### src/rtl/arbitro_destino.sv
// Two-VC to two-destination arbiter: VC0 has priority, with a bounded starvation
// counter that hands one grant to VC1 after STARVE_MAX consecutive VC0 wins.
module arbitro_destino #(
    parameter int STARVE_MAX = 4
) (
    input  logic       clk,
    input  logic       reset_L,
    input  logic       enable,
    input  logic [5:0] vc0_data,
    input  logic       vc0_empty,
    input  logic [5:0] vc1_data,
    input  logic       vc1_empty,
    input  logic       d0_almost_full,
    input  logic       d1_almost_full,
    output logic       pop_vc0,
    output logic       pop_vc1,
    output logic       push_d0,
    output logic       push_d1,
    output logic [5:0] data_d0,
    output logic [5:0] data_d1,
    output logic [3:0] grant_vc1_cnt
);

    localparam logic [3:0] CNT_MAX = 4'(STARVE_MAX);

    logic       w_vc0_elig;
    logic       w_vc1_elig;
    logic       w_vc0_dst_af;
    logic       w_vc1_dst_af;
    logic       w_pick_vc1;
    logic [5:0] w_word;
    logic       w_pop;

    logic       r_push_d0;
    logic       r_push_d1;
    logic [5:0] r_data_d0;
    logic [5:0] r_data_d1;
    logic [3:0] r_cnt;

    assign w_vc0_dst_af = vc0_data[4] ? d1_almost_full : d0_almost_full;
    assign w_vc1_dst_af = vc1_data[4] ? d1_almost_full : d0_almost_full;

    // reset_L is folded in so the pop strobes drop immediately on reset assertion
    assign w_vc0_elig = reset_L & enable & ~vc0_empty & ~w_vc0_dst_af;
    assign w_vc1_elig = reset_L & enable & ~vc1_empty & ~w_vc1_dst_af;

    assign w_pick_vc1 = w_vc1_elig & (~w_vc0_elig | (r_cnt == CNT_MAX));

    assign pop_vc1 = w_pick_vc1;
    assign pop_vc0 = w_vc0_elig & ~w_pick_vc1;
    assign w_pop   = pop_vc0 | pop_vc1;
    assign w_word  = pop_vc1 ? vc1_data : vc0_data;

    always_ff @(posedge clk or negedge reset_L) begin
        if (!reset_L) begin
            r_push_d0 <= 1'b0;
            r_push_d1 <= 1'b0;
            r_data_d0 <= 6'b0;
            r_data_d1 <= 6'b0;
        end else begin
            r_push_d0 <= w_pop & ~w_word[4];
            r_push_d1 <= w_pop &  w_word[4];
            if (w_pop & ~w_word[4]) r_data_d0 <= w_word;
            if (w_pop &  w_word[4]) r_data_d1 <= w_word;
        end
    end

    // Counts only VC0 wins that actually denied an eligible VC1
    always_ff @(posedge clk or negedge reset_L) begin
        if (!reset_L) begin
            r_cnt <= 4'd0;
        end else if (pop_vc1) begin
            r_cnt <= 4'd0;
        end else if (pop_vc0) begin
            if (!w_vc1_elig)
                r_cnt <= 4'd0;
            else if (r_cnt < CNT_MAX)
                r_cnt <= r_cnt + 4'd1;
        end
    end

    assign push_d0       = r_push_d0;
    assign push_d1       = r_push_d1;
    assign data_d0       = r_data_d0;
    assign data_d1       = r_data_d1;
    assign grant_vc1_cnt = r_cnt;

endmodule

### config.mk
export PLATFORM = sky130hd
export DESIGN_NAME = arbitro_destino
export DESIGN_NICKNAME = d
export VERILOG_FILES = /design/src/rtl/arbitro_destino.sv
export SDC_FILE = /design/constraint.sdc
export NUM_CORES = 1
export LEC_CHECK = 0
export CAP_MARGIN = 0
export CORE_AREA = 2 2 51 53
export DETAILED_ROUTE_END_ITERATION = 6
export DIE_AREA = 0 0 53 55
export HOLD_SLACK_MARGIN = 0.06
export PLACE_DENSITY = 0.75
export SYNTH_ARGS = -nofsm -noshare
export SYNTH_HDL_FRONTEND = slang
export SYNTH_SLANG_ARGS = --single-unit
### constraint.sdc
create_clock -name clk -period 2.1 [get_ports clk]
set_input_delay 0.525 -clock clk [delete_from_list [all_inputs] [get_ports clk]]
set_output_delay 0.525 -clock clk [all_outputs]
set_load 0.01 [all_outputs]
==> run metrics <==
Final setup viols=4; worst r2r src=grant_vc1_cnt[1]; dominant cell by count in the synthesized netlist=dfrtp_1; net switching share of the total power=25.35%; initial core utilization=38.31%; slew margin rel.=76.79%; Synth Area in Compound Gates=11.33%; initial drt markers=5; final std cells w/o fill=164; CTS tree=done; Simple-Gate Fraction of Synth Area=7.320%; DP Wirelength=1.580 mm; RSZ-0062 raised after global routing=true; final hold vios=0; EDFF count, synth=0; Pint=0.7390 mW; violations in the final reports=setup timing; Max-Cap Viols=0; Leakage=0.7934 nW; Vias=779; n_diodes=0; reg2reg setup slack=0.09 ns; PortBufs=38; Synthesis Warnings=0; Routed WL per cell=14.37 um; Final ANT Viol Nets=0; status=finished, violations left; gr ovfl total=0; VDD IR max=413.3 uV; die footprint=0.002915 mm2; Inserted Clock Buffers=3; row cnt=18; combinational share of power=34.6%; gr usage total=17.30%; main combinational cell family by area after synthesis=multiplexers; critical path fanouts, max=3; syn_nets=87; Cell Area, Synth=905.9 um2; Core Region=0.002365 mm2; Final min period=2.120 ns; Gate Count Post-Synth=66; Clk pin slew, worst setup/hold paths=0.10 ns; number of global-route vias before repair=781; critical path launch point=vc0_data[4]; CP max-delay cell=a21boi_0; fin. max-slew vios=0; critical path cell sequence=buf_6, mux2i_4, buf_6, buf_4, buf_4, buf_4, buf_4, buf_4, buf_4, buf_4, buf_4, nand4b_1, nand2_2, a21boi_0; Final Wtd Congestion=0.7262; most frequent CP cell=buf_4; Worst Setup End Kind=flop; dominant synthesized flop cell=dfrtp_1; top post-synthesis cells by area=dfrtp_1 50%, mux2_2 14%, mux2_4 8.3%; first-pass GRT wire length=3.588 mm; Yosys top cell by area=dfrtp_1; Routed WL=2.357 mm; largest net degree at the start of global routing=19; Clk pwr share=20.8%; Worst Path Arrival=2.31 ns; Final Skew=0.002734 ns; startpoint types=input port; Tcrit/Tclk final=101.0%; Pre-antenna DRT Iters=6; post-synthesis adder-cell area fraction=2.762%; worst slew pin tran=0.3455 ns; Area growth, synth to finish=75.41%; initial antenna violation count=0; die height=55 um; pre-CTS setup slack=-0.6529 ns; Die Wd=53 um; Distinct cells, synth=24; worst min path class=in2async; CTS Buffer Depth=2; min setup slack post-route=-0.01997 ns; Pwr Density=622.9 mW/mm2; Synth async-reset ratio=100.0%; flops & latches, synth=18; DRC violation count after routing=0; layout cells sized above 1=48.51%; Psw=0.2509 mW; WP buf/inv=10; CP Class=in2reg; Reg power frac=44.6%; Post-Synth XOR/XNOR Area=0%; clk_lat worst skew=0.28 ns; Avg Inst Size Synth=13.73 um2; Worst path max stage delay=0.21 ns; delay-heaviest family, CP=buffers and inverters; Yosys top cell area share=49.72%; Layout Nets=156; most frequent cells after synthesis=18 x dfrtp_1, 11 x mux2_2, 6 x inv_1; Worst EP required=2.29 ns; clock root buffer=clkbuf_4; vias per cell=4.750; number of instances in the placed design=147; register area share after synthesis=49.72%; H-tree Lvls=1; multiplexer share of the synthesized area=24.17%; fmax=471.7 MHz; I/O pins=39; hold buffers post-CTS=0; Sink Count=18
## path summary, 6_finish.rpt
path,cells after the start,endpoint
worst max register to register,9,data_d1[0]
worst min-delay path,2,data_d1[2]
worst max-delay path,14,grant_vc1_cnt[3]
worst min register to register,1,data_d1[4]
max in group asynchronous,2,data_d1[0]
min in group clk,1,data_d1[4]
## through the flow
step	hold WS [ns]	TNS, ns	cell area, um2	util (%)	power (mW)
floorplan	0.2294	0	905.9	-	0.5607
global placement	0.4504	-8.934	1418	59.95	0.7528
detailed placement	0.4691	-9.909	1418	59.95	0.7632
CTS	0.4411	0	1551	65.61	0.9895
global route	0.4634	-0.1983	1589	67.20	1.050
finish	0.4478	-0.06953	1589	67.20	0.9899
## cell usage in the layout (no fill, tap or decap), drive strengths merged
master / Yosys / layout
nand2: 2 / 2
a21oi: 1 / 1
buf: 1 / 30
o21ai: 2 / 2
dlygate4sd2: 0 / 4
a21boi: 1 / 1
clkdlybuf4s50: 0 / 28
and2: 1 / 1
a22oi: 1 / 1
nand4b: 2 / 2
o21a: 1 / 1
nand2b: 1 / 1
and4b: 1 / 1
mux2: 16 / 16
a21o: 1 / 1
inv: 7 / 7
mux2i: 2 / 2
a22o: 2 / 2
nor3: 1 / 1
ha: 2 / 2
clkbuf: 0 / 7
a2bb2oi: 1 / 1
or2b: 1 / 1
nor2b: 1 / 1
dfrtp: 18 / 18
## final cells by class
type / instances / area (um2)
Sequential cell: 18 / 450.4
Tap cell: 30 / 37.54
Multi-Input combinational cell: 40 / 465.4
Inverter: 7 / 31.28
Timing Repair Buffer: 65 / 568.0
Fill cell: 181 / 775.7
Clock buffer: 4 / 36.28
## layer usage
metal / wire length, um / part of all wire (%) / GRT usage, % / up-vias
li1: - / - / - / 370
met1: 971 / 41 / 21.04 / 382
met2: 1263 / 54 / 32.08 / 25
met3: 113 / 4.8 / 2.957 / 2
met4: 9 / 0.38 / 3.846 / 0
met5: 0 / 0 / 0 / -
## sequential cells by signal, indices dropped and copies added (netlist names)
register and cells:
push_d1 1, grant_vc1_cnt 4, push_d0 1, data_d1 6
data_d0 6
## power by group through the flow
stage	Sequential, mW	Combinational (mW)	Clock, mW
3_3_place_gp	0.445	0.308	0
5_1_grt	0.449	0.365	0.236
2_1_floorplan	0.473	0.0877	0
6_report	0.441	0.343	0.206
3_5_place_dp	0.448	0.315	0
4_1_cts	0.442	0.334	0.214
## kinds of logic (layout without fill, tap and decap cells)
| group | after synthesis | after routing |
|---|---|---|
| adders and majority gates | 2 | 2 |
| buffers and inverters | 8 | 76 |
| and+or+nand+nor | 10 | 10 |
| muxes | 18 | 18 |
| AOI/OAI and AO/OA | 10 | 10 |
| DFF | 18 | 18 |
## repair_timing
| action | 4_1_cts | 5_1_grt |
|---|---|---|
| pin swaps | 5 | 4 |
| buffers inserted | 11 | 2 |
| endpoints found under the setup margin | 18 | 16 |
| gates resized for setup | 33 | 10 |
(Power assumes the default switching activity.)
